**src/rtl/hilo_div_pkg.sv**
```systemverilog
// Shared definitions for the HI/LO divider: state encodings,
// iteration count and the DIV/DIVU funct codes used by execute.
package hilo_div_pkg;

  localparam int DIV_DATA_WIDTH = 32;
  localparam int DIV_CYCLES     = DIV_DATA_WIDTH;

  typedef enum logic [1:0] {
    DIV_IDLE = 2'd0,
    DIV_RUN  = 2'd1,
    DIV_DONE = 2'd2
  } div_state_e;

  localparam logic [5:0] FUNCT_DIV  = 6'b011010;
  localparam logic [5:0] FUNCT_DIVU = 6'b011011;

endpackage

```
**src/rtl/hilo_div_unit_div_step.sv**
```systemverilog
// One restoring-division iteration (combinational).
// Ports: rem/quo/divisor in; rem_nxt/quo_nxt out.
module div_step #(
  parameter int W = 32
) (
  input  logic [W-1:0] rem,
  input  logic [W-1:0] quo,
  input  logic [W-1:0] divisor,
  output logic [W-1:0] rem_nxt,
  output logic [W-1:0] quo_nxt
);

  logic [W:0] shifted;
  logic [W:0] trial;
  logic       borrow;

  // rem < divisor holds between steps, so the top bit of
  // the W+1 bit difference is exactly the borrow.
  always_comb begin
    shifted = {rem, quo[W-1]};
    trial   = shifted - {1'b0, divisor};
    borrow  = trial[W];
    rem_nxt = borrow ? shifted[W-1:0] : trial[W-1:0];
    quo_nxt = {quo[W-2:0], ~borrow};
  end

endmodule

```
**src/rtl/hilo_div_unit.sv**
```systemverilog
// Multi-cycle radix-2 DIV/DIVU unit returning {rem, quo} as HI/LO.
// Ports: clk, rst (async low), start, signed_div, dividend, divisor,
// cancel -> busy, done, hi_out (rem), lo_out (quo).
// Option: HILO_DIV_ZERO_FAST_EN finishes divide-by-zero in 1 cycle.
module hilo_div_unit
  import hilo_div_pkg::*;
#(
  parameter int DATA_WIDTH = DIV_DATA_WIDTH,
  parameter int CNT_WIDTH  = 6
) (
  input  logic                  clk,
  input  logic                  rst,
  input  logic                  start,
  input  logic                  signed_div,
  input  logic [DATA_WIDTH-1:0] dividend,
  input  logic [DATA_WIDTH-1:0] divisor,
  input  logic                  cancel,
  output logic                  busy,
  output logic                  done,
  output logic [DATA_WIDTH-1:0] hi_out,
  output logic [DATA_WIDTH-1:0] lo_out
);

  localparam int MSB = DATA_WIDTH - 1;

  typedef logic [DATA_WIDTH-1:0] word_t;

  div_state_e           state;
  div_state_e           state_nxt;
  word_t                rem_q;
  word_t                quo_q;
  word_t                dvs_q;
  word_t                rem_nxt;
  word_t                quo_nxt;
  word_t                dvd_abs;
  word_t                dvs_abs;
  word_t                rem_fix;
  word_t                quo_fix;
  logic                 q_neg;
  logic                 r_neg;
  logic                 q_neg_in;
  logic                 r_neg_in;
  logic                 accept;
  logic                 last;
  logic                 zero_fast;
  logic [CNT_WIDTH-1:0] cnt;

  function automatic word_t neg(word_t x);
    return ~x + DATA_WIDTH'(1);
  endfunction

  assign r_neg_in = signed_div & dividend[MSB];
  assign q_neg_in = signed_div & (dividend[MSB] ^ divisor[MSB]);
  assign dvd_abs  = r_neg_in ? neg(dividend) : dividend;
  assign dvs_abs  = (signed_div & divisor[MSB]) ? neg(divisor)
                                                : divisor;
  assign accept   = start & ~cancel & (state != DIV_RUN);
  assign last     = (cnt == CNT_WIDTH'(DATA_WIDTH - 1));
  assign rem_fix  = r_neg ? neg(rem_nxt) : rem_nxt;
  assign quo_fix  = q_neg ? neg(quo_nxt) : quo_nxt;

`ifdef HILO_DIV_ZERO_FAST_EN
  assign zero_fast = (divisor == '0);
`else
  assign zero_fast = 1'b0;
`endif

  div_step #(
    .W(DATA_WIDTH)
  ) u_step (
    .rem     (rem_q),
    .quo     (quo_q),
    .divisor (dvs_q),
    .rem_nxt (rem_nxt),
    .quo_nxt (quo_nxt)
  );

  always_ff @(posedge clk or negedge rst) begin
    if (!rst) begin
      state <= DIV_IDLE;
    end else begin
      state <= state_nxt;
    end
  end

  always_comb begin
    state_nxt = state;
    if (cancel) begin
      state_nxt = DIV_IDLE;
    end else begin
      unique case (state)
        DIV_IDLE,
        DIV_DONE: begin
          if (start) begin
            state_nxt = zero_fast ? DIV_DONE : DIV_RUN;
          end else begin
            state_nxt = DIV_IDLE;
          end
        end
        DIV_RUN: begin
          if (last) begin
            state_nxt = DIV_DONE;
          end
        end
        default: state_nxt = DIV_IDLE;
      endcase
    end
  end

  always_comb begin
    busy = (state == DIV_RUN);
    done = (state == DIV_DONE);
  end

  // Results are written on the edge that enters DONE so they are
  // already valid while done is high.
  always_ff @(posedge clk or negedge rst) begin
    if (!rst) begin
      rem_q  <= '0;
      quo_q  <= '0;
      dvs_q  <= '0;
      q_neg  <= 1'b0;
      r_neg  <= 1'b0;
      cnt    <= '0;
      hi_out <= '0;
      lo_out <= '0;
    end else if (accept) begin
      rem_q <= '0;
      quo_q <= dvd_abs;
      dvs_q <= dvs_abs;
      q_neg <= q_neg_in;
      r_neg <= r_neg_in;
      cnt   <= '0;
      if (zero_fast) begin
        hi_out <= dividend;
        lo_out <= q_neg_in ? DATA_WIDTH'(1) : '1;
      end
    end else if (state == DIV_RUN && !cancel) begin
      rem_q <= rem_nxt;
      quo_q <= quo_nxt;
      cnt   <= cnt + CNT_WIDTH'(1);
      if (last) begin
        hi_out <= rem_fix;
        lo_out <= quo_fix;
      end
    end
  end

endmodule

```
**config.mk**
```make
export PLATFORM = sky130hd
export DESIGN_NAME = hilo_div_unit
export DESIGN_NICKNAME = d
export VERILOG_FILES = /design/src/rtl/hilo_div_pkg.sv /design/src/rtl/hilo_div_unit_div_step.sv /design/src/rtl/hilo_div_unit.sv
export SDC_FILE = /design/constraint.sdc
export NUM_CORES = 1
export LEC_CHECK = 0
export ABC_CLOCK_PERIOD_IN_PS = 4300
export BUFFER_PORTS_ARGS = -buffer_cell sky130_fd_sc_hd__clkbuf_2
export CAP_MARGIN = 30
export CORE_MARGIN = 2
export CORE_UTILIZATION = 56
export CTS_BUF_LIST = sky130_fd_sc_hd__clkbuf_4 sky130_fd_sc_hd__clkbuf_8
export DETAILED_ROUTE_END_ITERATION = 10
export GPL_TIMING_DRIVEN = 0
export MAX_ROUTING_LAYER = met4
export PLACE_DENSITY = 0.89
export RECOVER_POWER = 100
export SLEW_MARGIN = 20
export SYNTH_ARGS = -nofsm -noshare
export SYNTH_HDL_FRONTEND = slang
export SYNTH_SLANG_ARGS = --single-unit
```
**constraint.sdc**
```tcl
create_clock -name clk -period 4.3 [get_ports clk]
set_input_delay 0.215 -clock clk [delete_from_list [all_inputs] [get_ports clk]]
set_output_delay 0.215 -clock clk [all_outputs]
set_load 0.01 [all_outputs]
```
==> results of run 1 <==
-- metrics by stage --
stage	util [%]	setup slack [ns]	hold WS [ns]
after floorplan	-	-0.0712	-0.0806
after global placement	62.4	-1.00	0.463
after detailed placement	62.6	-1.12	0.280
after CTS	66.8	-0.440	0.00526
after global routing	67.7	-0.437	0.0335
final	67.7	-0.320	0.0149
-- power breakdown --
part | internal (mW) | total, mW | switching, mW
registers | 1.86 | 2.24 | 0.386
clock network | 0.562 | 1.23 | 0.667
logic | 3.21 | 8.26 | 5.05
-- routing by layer --
metal | routed length, um | share of wire [%]
met4 | 1810 | 4.5
met5 | 0 | 0
met3 | 4220 | 10
met1 | 16400 | 40
met2 | 18100 | 45
-- worst max-delay path: cells and delay by family, from the launching register on --
family / cells / cell delay (ns)
AOI/OAI and AO/OA: 8 / 1.53
buffers and inverters: 5 / 0.74
and+or+nand+nor: 3 / 0.67
adders and majority gates: 2 / 0.55
DFF: 1 / 0.38
xor gates and xnor gates: 2 / 0.35
muxes: 1 / 0.26
-- repair_timing --
action / in CTS / in global routing
endpoints found under the hold margin: 75 / 0
setup buffers: 24 / 16
pin swaps: 26 / 15
hold buffers: 2 / 0
gates resized for setup: 62 / 47
setup endpoints to repair: 31 / 31
-- final cells by class --
cell class,instances,area [um^2]
Timing Repair Buffer,177,947
Inverter,64,240
Tap cell,275,344
Buffer,66,320
Clock buffer,19,262
Clock inverter,12,151
Fill cell,1727,6810
Sequential cell,170,4260
Multi-Input combinational cell,1202,7750
-- registers in the layout, summed over array words and instances, names as in the netlist --
register,flops
r_neg,1
lo_out,32
q_neg,1
rem_q,32
hi_out,32
dvs_q,32
state,2
cnt,6
quo_q,32
-- Yosys cell counts (7+ instances only) --
cell type,n
nand2b_1,12
nor3_1,38
clkbuf_1,58
o31ai_1,23
nand3_1,24
nand2_1,242
nor2_1,109
or2_2,9
o21a_1,8
buf_2,7
o211ai_1,7
and2_1,7
dfrtp_1,170
mux2i_1,18
o22ai_1,7
ha_1,37
o21ai_0,200
nand4_1,8
a21oi_1,109
buf_1,8
inv_1,63
or3_1,24
nor4_1,19
o21ai_1,24
or4_1,10
a211oi_1,9
a31oi_1,12
o41ai_1,10
xnor2_1,58
xor2_1,75
-- cells by family after synthesis --
family / Yosys count / synth area share [%]
AOI/OAI and AO/OA: 472 / 23.6
DFF: 170 / 35.3
xor gates and xnor gates: 133 / 9.67
buffers and inverters: 140 / 4.59
muxes: 27 / 2.54
and+or+nand+nor: 532 / 20.3
adders and majority gates: 38 / 4.01
-- worst min path at each step --
| stage | endpoint | slack, ns | cells past startpoint |
|---|---|---|---|
| 6_report | state[0]$_DFFE_PN0P_ | 0.01 | 3 |
| 5_1_grt | state[0]$_DFFE_PN0P_ | 0.03 | 3 |
| 4_1_cts | state[0]$_DFFE_PN0P_ | 0.005 | 3 |
| 3_5_place_dp | dvs_q[15]$_DFFE_PN0P_ | 0.28 | 1 |
| 3_3_place_gp | dvs_q[23]$_DFFE_PN0P_ | 0.46 | 2 |
| 2_1_floorplan | cnt[0]$_DFFE_PN0P_ | -0.08 | 0 |
==> flow_metrics.tcl, run 1 <==
set metrics [dict create \
    synth_warnings 0 \
    grt_overflow_total 0 \
    finalNetCount 1805 \
    max_clock_freq_mhz 216 \
    violations "max-capacitance violations, max-slew violations, negative setup slack" \
    hold_start "start" \
    drive_above_1_share_pct 15.4 \
    ys.flop_type "dfrtp_1" \
    busiest_layer "met2" \
    cap_violations 1 \
    ys_top_cells_by_area "dfrtp_1 (35%), o21ai_0 (8.3%), nand2_1 (7.5%)" \
    wl_um 40600 \
    grt_pass1_wl_um 62900 \
    numPortBuffers 134 \
    num_rows 53 \
    synth_seq_cells 170 \
    wl_per_cell_um 20.4 \
    vias 12700 \
    clock-sinks 170 \
    clkTransAtPathRegs_ns 0.10 \
    hp-class "input pin to flop" \
    place_hpwl_um 29500 \
    post_synth.cell_area_avg_um2 7.97 \
    cts_made_buffers 17 \
    seq_area_frac_synth_pct 35.3 \
    r2r_end "hi_out[26]$_DFFE_PN0P_" \
    cts_tree "done" \
    h-tree-depth 4 \
    area_growth_pct 18.5 \
    critical_path.max_stage_delay_ns 0.38 \
    worst_slack_ns -0.320 \
    cp_data_required_time_ns 4.65 \
    slew_headroom_pct -125 \
    die-area_mm2 0.0227 \
    fin_cells 1985 \
    final_common_cell "nand2_1" \
    final_antenna_net_count 0 \
    final_cell_mix "nand2_1 (240), o21ai_0 (192), dfrtp_1 (165), clkbuf_1 (118), nor2_1 (106)" \
    ir_worst_vdd_mv 0.491 \
    drtIter0Drc 1567 \
    slew_violations 75 \
    crit_chain "inv_1 -> ha_2 -> a21oi_1 -> nand2_1 -> o21ai_4 -> o21bai_4 -> a311oi_4 -> xnor2_2 -> inv_2 -> buf_12 -> buf_12 -> a21oi_4 -> ha_4 -> nand3b_1 -> or3_4 -> mux2i_4 -> o2111ai_4 -> buf_6 -> o31ai_4 -> xnor2_2 -> o21ai_1" \
    diodes 0 \
    die_w_um 151 \
    use_met1_pct 48.5 \
    initial_utilization_pct 57.1 \
    core_area_mm2 0.0211 \
    r2r-start "dvs_q[7]$_DFFE_PN0P_" \
    grt_use_met2_pct 54.8 \
    hold_viol_final 0 \
    dpl.cell_count 1922 \
    critPathLaunchType "flop" \
    p_leak_nw 6.00 \
    clock_skew_ns 0.0214 \
    ff2ff_setup_slack_ns -0.32 \
    total_power_mw 11.7 \
    r2r_cells 21 \
    crit_fanout 8 \
    final_area_mm2 0.0143 \
    crit_path_end_kind "flop" \
    synth-edff-count 0 \
    status "complete, but fails checks" \
    gp_congestion 1.00 \
    yosysTopAreaCell "dfrtp_1" \
    grt_setup_unrepaired "yes" \
    worst_slew_pin_slew_ns 3.37 \
    period_share_pct 107 \
    io_pins 135 \
    dr.pass1.iters 6 \
    min_period_ns 4.62 \
    synth_fp_nets 1619 \
    setup_viol 12 \
    antenna_found_initial 0 \
    crit_type "flop to flop" \
    fin_setup_tns_ns -2.48 \
    grt.total_usage_pct 36.6 \
    synthArstFlopShare_pct 100 \
    clk_latency_ns 0.49 \
    use_met3_pct 7.27 \
    syn_area_mm2 0.0120 \
    synth_top_area_share_pct 35.3 \
    route.detailed.drc 0 \
    grt_pass1_vias 12000 \
    crit_start "dvs_q[7]$_DFFE_PN0P_" \
    power.density_mw_per_mm2 822 \
    cp.arrival_ns 4.97 \
    dpl_cell_area_mm2 0.0132 \
    cts_root_buffer "clkbuf_8" \
    crit_slowest_cell "dfrtp_1" \
    vias_per_cell 6.38 \
    worstSetupEndpoint "hi_out[26]$_DFFE_PN0P_" \
    syn_inst 1512 \
    grt_max_degree 98 \
    synth.distinct_cells 84 \
    die_height_um 151 \
    cts.path.max_buffers 2 \
]
Note: power is estimated with default switching activity, not from simulation.
==> run 2: changes to the inputs <==
--- a/config.mk
+++ b/config.mk
@@ -5,17 +5,18 @@
 export SDC_FILE = /design/constraint.sdc
 export NUM_CORES = 1
 export LEC_CHECK = 0
-export ABC_CLOCK_PERIOD_IN_PS = 4300
+export ABC_CLOCK_PERIOD_IN_PS = 4310
 export BUFFER_PORTS_ARGS = -buffer_cell sky130_fd_sc_hd__clkbuf_2
 export CAP_MARGIN = 30
 export CORE_MARGIN = 2
-export CORE_UTILIZATION = 56
+export CORE_UTILIZATION = 40
 export CTS_BUF_LIST = sky130_fd_sc_hd__clkbuf_4 sky130_fd_sc_hd__clkbuf_8
 export DETAILED_ROUTE_END_ITERATION = 10
 export GPL_TIMING_DRIVEN = 0
 export MAX_ROUTING_LAYER = met4
-export PLACE_DENSITY = 0.89
+export PLACE_DENSITY = 0.67
 export RECOVER_POWER = 100
+export REMOVE_ABC_BUFFERS = 1
 export SLEW_MARGIN = 20
 export SYNTH_ARGS = -nofsm -noshare
 export SYNTH_HDL_FRONTEND = slang
==> constraint.sdc (replaced) <==
create_clock -name clk -period 4.31 [get_ports clk]
set_input_delay 0.2155 -clock clk [delete_from_list [all_inputs] [get_ports clk]]
set_output_delay 0.2155 -clock clk [all_outputs]
set_load 0.01 [all_outputs]
==> run 2 against run 1 <==
Net effect: the run ends with max-capacitance violations, max-slew violations left; via count shrank 8.9%; non-clock buffer count decreased by 57; worst hold slack better by 0.011 ns; register-to-register slack improved by 0.36 ns; worst setup slack better by 0.36 ns; cell count rose by 3.3%; combinational power shrank 7.5%; die area rose by 39%; final area decreased by 0.34%; critical path depth is 3 lower; largest power group unchanged.
==> flow_metrics.tcl, run 2 (synthesis gave the netlist of run 1 again) <==
set metrics [dict create \
    crit_type "flop to flop" \
    internal-power_mw 5.41 \
    vias 11500 \
    violations "max-capacitance violations, max-slew violations" \
    cp.arrival_ns 4.64 \
    num_rows 63 \
    place_hpwl_um 25700 \
    power.density_mw_per_mm2 777 \
    switchingPower_mw 5.64 \
    slew_headroom_pct -66.1 \
    dr.pass1.iters 5 \
    grt_pass1_vias 11100 \
    total_power_mw 11.1 \
    final_antenna_net_count 0 \
    io_pins 135 \
    ff_latch_area_mm2 0.00427 \
    grt_max_degree 90 \
    cts_tree "done" \
    antenna_found_initial 4 \
    whs_path_depth 3 \
    clkTransAtPathRegs_ns 0.11 \
    crit_path_end_kind "flop" \
    grt_overflow_total 0 \
    wl_per_cell_um 17.6 \
    h-tree-depth 4 \
    ff2ff_setup_slack_ns 0.04 \
    grt_pass1_wl_um 58700 \
    whs_ns 0.0262 \
    cp_data_required_time_ns 4.68 \
    route.detailed.drc 0 \
    finalNetCount 1750 \
    gp_congestion 0.897 \
    initial_utilization_pct 40.7 \
    numPortBuffers 134 \
    p_leak_nw 5.84 \
    cap_violations 3 \
    sw_frac_of_total_pct 51.0 \
    max_clock_freq_mhz 234 \
    area_growth_pct 18.1 \
    cts.path.max_buffers 2 \
    r2r-start "rem_q[10]$_DFFE_PN0P_" \
    ir_worst_vdd_mv 0.412 \
    clock-sinks 170 \
    worst_slew_pin_slew_ns 2.49 \
    hold_start "divisor[21]" \
    critPathLaunchType "flop" \
    cts_made_buffers 17 \
    drtIter0Drc 775 \
    drive_above_1_share_pct 16.3 \
    hold_end "dvs_q[21]$_DFFE_PN0P_" \
    slew_violations 186 \
    fin_setup_tns_ns 0 \
    cts_root_buffer "clkbuf_8" \
    hold_viol_final 0 \
    clkPwrFrac_pct 10.7 \
    final_cell_mix "nand2_1 (241), o21ai_0 (199), dfrtp_1 (156), nor2_1 (107), a21oi_1 (98)" \
    nFillCells 2992 \
    vias_per_cell 5.63 \
    multi_input_area_mm2 0.00769 \
    crit_fanout 8 \
    power.share.sequential_pct 20.2 \
    wl_um 36000 \
    core_area_mm2 0.0296 \
    status "complete, but fails checks" \
    die_height_um 178 \
    power_frac_comb_pct 69.1 \
    clock_skew_ns 0.0309 \
    die-area_mm2 0.0315 \
    clk_latency_ns 0.50 \
    hp-class "input pin to flop" \
    setup_viol 0 \
    final_common_cell "nand2_1" \
    period_share_pct 99.0 \
    die_w_um 178 \
    grt.total_usage_pct 24.0 \
    min_period_ns 4.27 \
    r2r_end "hi_out[28]$_DFFE_PN0P_" \
    r2r_cells 18 \
    grt_setup_unrepaired "yes" \
]
## run 2: what timing repair did
item / CTS / global route
pin swaps: 20 / 10
setup endpoints to repair: 44 / 20
cloned: 2 / 0
hold buffers: 3 / 0
gates resized for setup: 72 / 45
setup buffers: 23 / 15
endpoints found under the hold margin: 82 / 0
## run 2: worst max-delay path by stage
stage                             end             startpoint  cells past startpoint  slack (ns)
2_1_floorplan  hi_out[28]$_DFFE_PN0P_  quo_q[31]$_DFFE_PN0P_                     20       -3.81
3_3_place_gp   hi_out[28]$_DFFE_PN0P_  quo_q[31]$_DFFE_PN0P_                     20       -6.58
3_5_place_dp   hi_out[28]$_DFFE_PN0P_  quo_q[31]$_DFFE_PN0P_                     22       -1.67
4_1_cts        hi_out[28]$_DFFE_PN0P_  rem_q[10]$_DFFE_PN0P_                     20       -0.03
5_1_grt        hi_out[28]$_DFFE_PN0P_  rem_q[10]$_DFFE_PN0P_                     18       -0.13
6_report       hi_out[28]$_DFFE_PN0P_  rem_q[10]$_DFFE_PN0P_                     18        0.04
## run 2: critical path, stage by stage (launching register included)
cell and delay (ns):
dfrtp_2 0.46, ha_4 0.28, a21oi_4 0.19, o21ai_2 0.08, or3_4 0.33, o21bai_4 0.20, a311oi_2 0.27, xnor2_2 0.17
buf_6 0.19, inv_16 0.05, a21oi_4 0.16, ha_4 0.17, nand3b_1 0.13, or3_4 0.39, mux2i_4 0.25, o2111ai_4 0.18
o41ai_2 0.37, xnor2_1 0.18, o21ai_1 0.07
## run 2: power by group through the flow
stage          logic [mW]  clock network (mW)  registers [mW]
6_report             7.64                1.18            2.23
5_1_grt              8.32                1.28            2.27
4_1_cts              7.12                1.21            2.21
3_5_place_dp         6.20                   0            2.23
3_3_place_gp         6.05                   0            2.27
2_1_floorplan        4.63                   0            2.11
## run 2: cell type report
class,instances,share of cell area (%)
antenna,4,0.0704
clock buffer,17,1.64
clock inverter,15,1.25
inverter,64,1.80
multi-input combinational,1202,54.1
sequential,170,30.0
tap,390,3.43
timing repair buffer,186,7.58
timing repair inverter,2,0.123
## run 2: routing by layer
metal | vias to the layer above | GRT usage, % | share of wire, %
met3 | 65 | 4.16 | 6.1
met2 | 371 | 37.5 | 46
met5 | - | - | 0
met1 | 5493 | 31.5 | 45
li1 | 5616 | - | -
met4 | 0 | 8.09 | 2.7
## run 2: per-stage QoR
| step | std cells | util, % | setup WS [ns] | instance area [um^2] |
|---|---|---|---|---|
| final | 2050 | 48.0 | 0.0412 | 14200 |
| after global routing | 2050 | 48.0 | -0.126 | 14200 |
| after CTS | 2031 | 47.5 | -0.0327 | 14100 |
| after detailed placement | 1971 | 44.3 | -1.67 | 13100 |
| after global placement | 1960 | 43.5 | -6.58 | 12900 |
| after floorplan | 1436 | - | -3.81 | 11700 |
==> run 3: changes to the inputs <==
--- a/config.mk
+++ b/config.mk
@@ -5,6 +5,7 @@
 export SDC_FILE = /design/constraint.sdc
 export NUM_CORES = 1
 export LEC_CHECK = 0
+export ABC_AREA = 1
 export ABC_CLOCK_PERIOD_IN_PS = 4310
 export BUFFER_PORTS_ARGS = -buffer_cell sky130_fd_sc_hd__clkbuf_2
 export CAP_MARGIN = 30
==> run 3 against run 2 <==
Net effect: the run still ends with max-capacitance violations, max-slew violations left; via count up 9.1%; critical endpoint is now lo_out[11]$_DFFE_PN0P_; sequential power down 6%; maximum frequency up 6.5%; register-to-register slack better by 0.26 ns; synthesized cell count up 25%; critical path type unchanged; count of clock-buffer cells in the layout up 1; non-clock buffer count down 30.
==> flow_metrics.tcl, run 3 <==
set metrics [dict create \
    status "complete, but fails checks" \
    violations "max-capacitance violations, max-slew violations" \
    synth_top_area_share_pct 33.3 \
    whs_path_depth 3 \
    hp-class "input pin to flop" \
    period_share_pct 93.0 \
    antenna_found_initial 1 \
    r2r-start "state[1]$_DFFE_PN0P_" \
    ys_top_cells_by_count "nand2_1 (576), inv_1 (244), dfrtp_1 (170), o21ai_0 (163), nor2_1 (160)" \
    crit_fanout 89 \
    cap_violations 2 \
    seq_area_frac_synth_pct 33.3 \
    numPortBuffers 134 \
    ys_top_cells_by_area "dfrtp_1 (33%), nand2_1 (17%), inv_1 (7.2%)" \
    cts_made_buffers 17 \
    grt_overflow_total 0 \
    yosysTopAreaCell "dfrtp_1" \
    hold_end "dvs_q[28]$_DFFE_PN0P_" \
    clk_latency_ns 0.50 \
    finalNetCount 2122 \
    die_height_um 183 \
    setup_viol 0 \
    final_common_cell "nand2_1" \
    drtIter0Drc 982 \
    critical_path.max_stage_delay_ns 0.61 \
    worst-path-buf-inv 6 \
    crit_family "buffers and inverters" \
    ys.flop_type "dfrtp_1" \
    power.density_mw_per_mm2 587 \
    cts.path.max_buffers 2 \
    wl_per_cell_um 15.6 \
    cp_num_cells 10 \
    route.detailed.drc 0 \
    slew_violations 136 \
    p_leak_nw 7.32 \
    die_w_um 183 \
    grt_pass1_wl_um 61500 \
    grt_pass1_vias 12000 \
    crit_slowest_cell "clkbuf_1" \
    hold_start "divisor[28]" \
    r2r_cells 10 \
    clock_skew_ns 0.0228 \
    final_antenna_net_count 0 \
    synth_warnings 0 \
    max_clock_freq_mhz 249 \
    min_period_ns 4.01 \
    cts_root_buffer "clkbuf_8" \
    die-area_mm2 0.0333 \
    post-place-ws_ns -0.632 \
    synth-edff-count 0 \
    grt.total_usage_pct 23.9 \
    worst_slack_ns 0.301 \
    synth.most_common_cell "nand2_1" \
    synthArstFlopShare_pct 100 \
    vias_per_cell 5.18 \
    grt_setup_unrepaired "no" \
    ff2ff_setup_slack_ns 0.30 \
    grt_max_degree 91 \
    wl_um 37900 \
    io_pins 135 \
    area_growth_pct 12.0 \
    cp_data_required_time_ns 4.71 \
    crit_chain "inv_1 -> nand2_1 -> nor2_1 -> inv_1 -> buf_12 -> nor3_1 -> clkbuf_1 -> clkbuf_1 -> inv_4 -> o31ai_1" \
    post_synth.cell_area_avg_um2 6.74 \
    place_hpwl_um 28900 \
    total_power_mw 8.39 \
    whs_ns 0.0368 \
    worst_slew_pin_slew_ns 2.66 \
    synth_seq_cells 170 \
    syn_area_mm2 0.0128 \
    dr.pass1.iters 6 \
    drive_above_1_share_pct 9.17 \
    fin_util_pct 45.4 \
    crit_path_end_kind "flop" \
    h-tree-depth 4 \
    final_cell_mix "nand2_1 (577), inv_1 (245), o21ai_0 (171), dfrtp_1 (170), nor2_1 (161)" \
    initial_utilization_pct 40.5 \
    clock-sinks 170 \
    core_area_mm2 0.0315 \
    syn_inst 1894 \
    cts_tree "done" \
    slew_headroom_pct -77.3 \
    gp_congestion 0.923 \
    vias 12600 \
    synth.distinct_cells 50 \
    critPathLaunchType "flop" \
    num_rows 65 \
    r2r_end "lo_out[11]$_DFFE_PN0P_" \
    hold_viol_final 0 \
    ir_worst_vdd_mv 0.268 \
    clkTransAtPathRegs_ns 0.12 \
    cp.arrival_ns 4.41 \
    crit_type "flop to flop" \
]
## run 3: cell families after synthesis
group	synth area share (%)
AOI/OAI and AO/OA	13.3
xor gates and xnor gates	7.28
adders and majority gates	3.79
buffers and inverters	9.37
DFF	33.3
and+or+nand+nor	32.9
## run 3: how the worst max path moves through the flow
stage / to / slack [ns] / start
final: lo_out[11]$_DFFE_PN0P_ / 0.30 / state[1]$_DFFE_PN0P_
after detailed placement: lo_out[26]$_DFFE_PN0P_ / -0.63 / quo_q[31]$_DFFE_PN0P_
after global routing: lo_out[26]$_DFFE_PN0P_ / 0.002 / quo_q[31]$_DFFE_PN0P_
after global placement: quo_q[31]$_DFFE_PN0P_ / -2.45 / state[0]$_DFFE_PN0P_
after floorplan: quo_q[31]$_DFFE_PN0P_ / -0.17 / state[0]$_DFFE_PN0P_
after CTS: lo_out[30]$_DFFE_PN0P_ / 0.02 / quo_q[31]$_DFFE_PN0P_
## run 3: stage by stage
step	area [um^2]	setup TNS [ns]	instances
floorplan	12500	-0.227	1838
global placement	13700	-262.27	2374
detailed placement	13900	-2.53	2382
CTS	14400	0	2420
global route	14300	0	2431
finish	14300	0	2431
## run 3: power by group
| group | total [mW] | switching (mW) | internal, mW |
|---|---|---|---|
| combinational | 5.07 | 3.42 | 1.65 |
| sequential | 2.09 | 0.250 | 1.84 |
| clock | 1.24 | 0.726 | 0.510 |
| total | 8.39 | 4.40 | 4.00 |
## run 3: area by class of cell
class / count / area (um^2)
clock buffers: 18 / 248
multi-input cells: 1422 / 7360
fillers: 3247 / 17200
well taps: 402 / 503
repair buffers: 156 / 816
flip-flops and latches: 170 / 4250
diodes: 1 / 2.50
inverters: 248 / 933
clock inverters: 14 / 170
## run 3: repair_timing
action                     in CTS  in global routing
setup endpoints to repair       8                  6
resized for setup               6                  6
hold buffers                    2                  0
hold endpoints to repair       45                  0
pin swaps                       2                  4
gates cloned                    2                  0
buffers inserted                2                  9
## run 3: tightest hold or removal path, cell delays in order
cell and delay (ns):
clkbuf_2 0.09, xnor2_1 0.11, o21ai_0 0.07
## run 3: layer usage
layer / part of all wire (%) / GRT usage (%) / vias to the layer above
li1: - / - / 6341
met1: 46 / 31.1 / 5835
met2: 46 / 37.6 / 345
met3: 4.8 / 3.21 / 77
met4: 3.3 / 9.61 / 0
met5: 0 / - / -
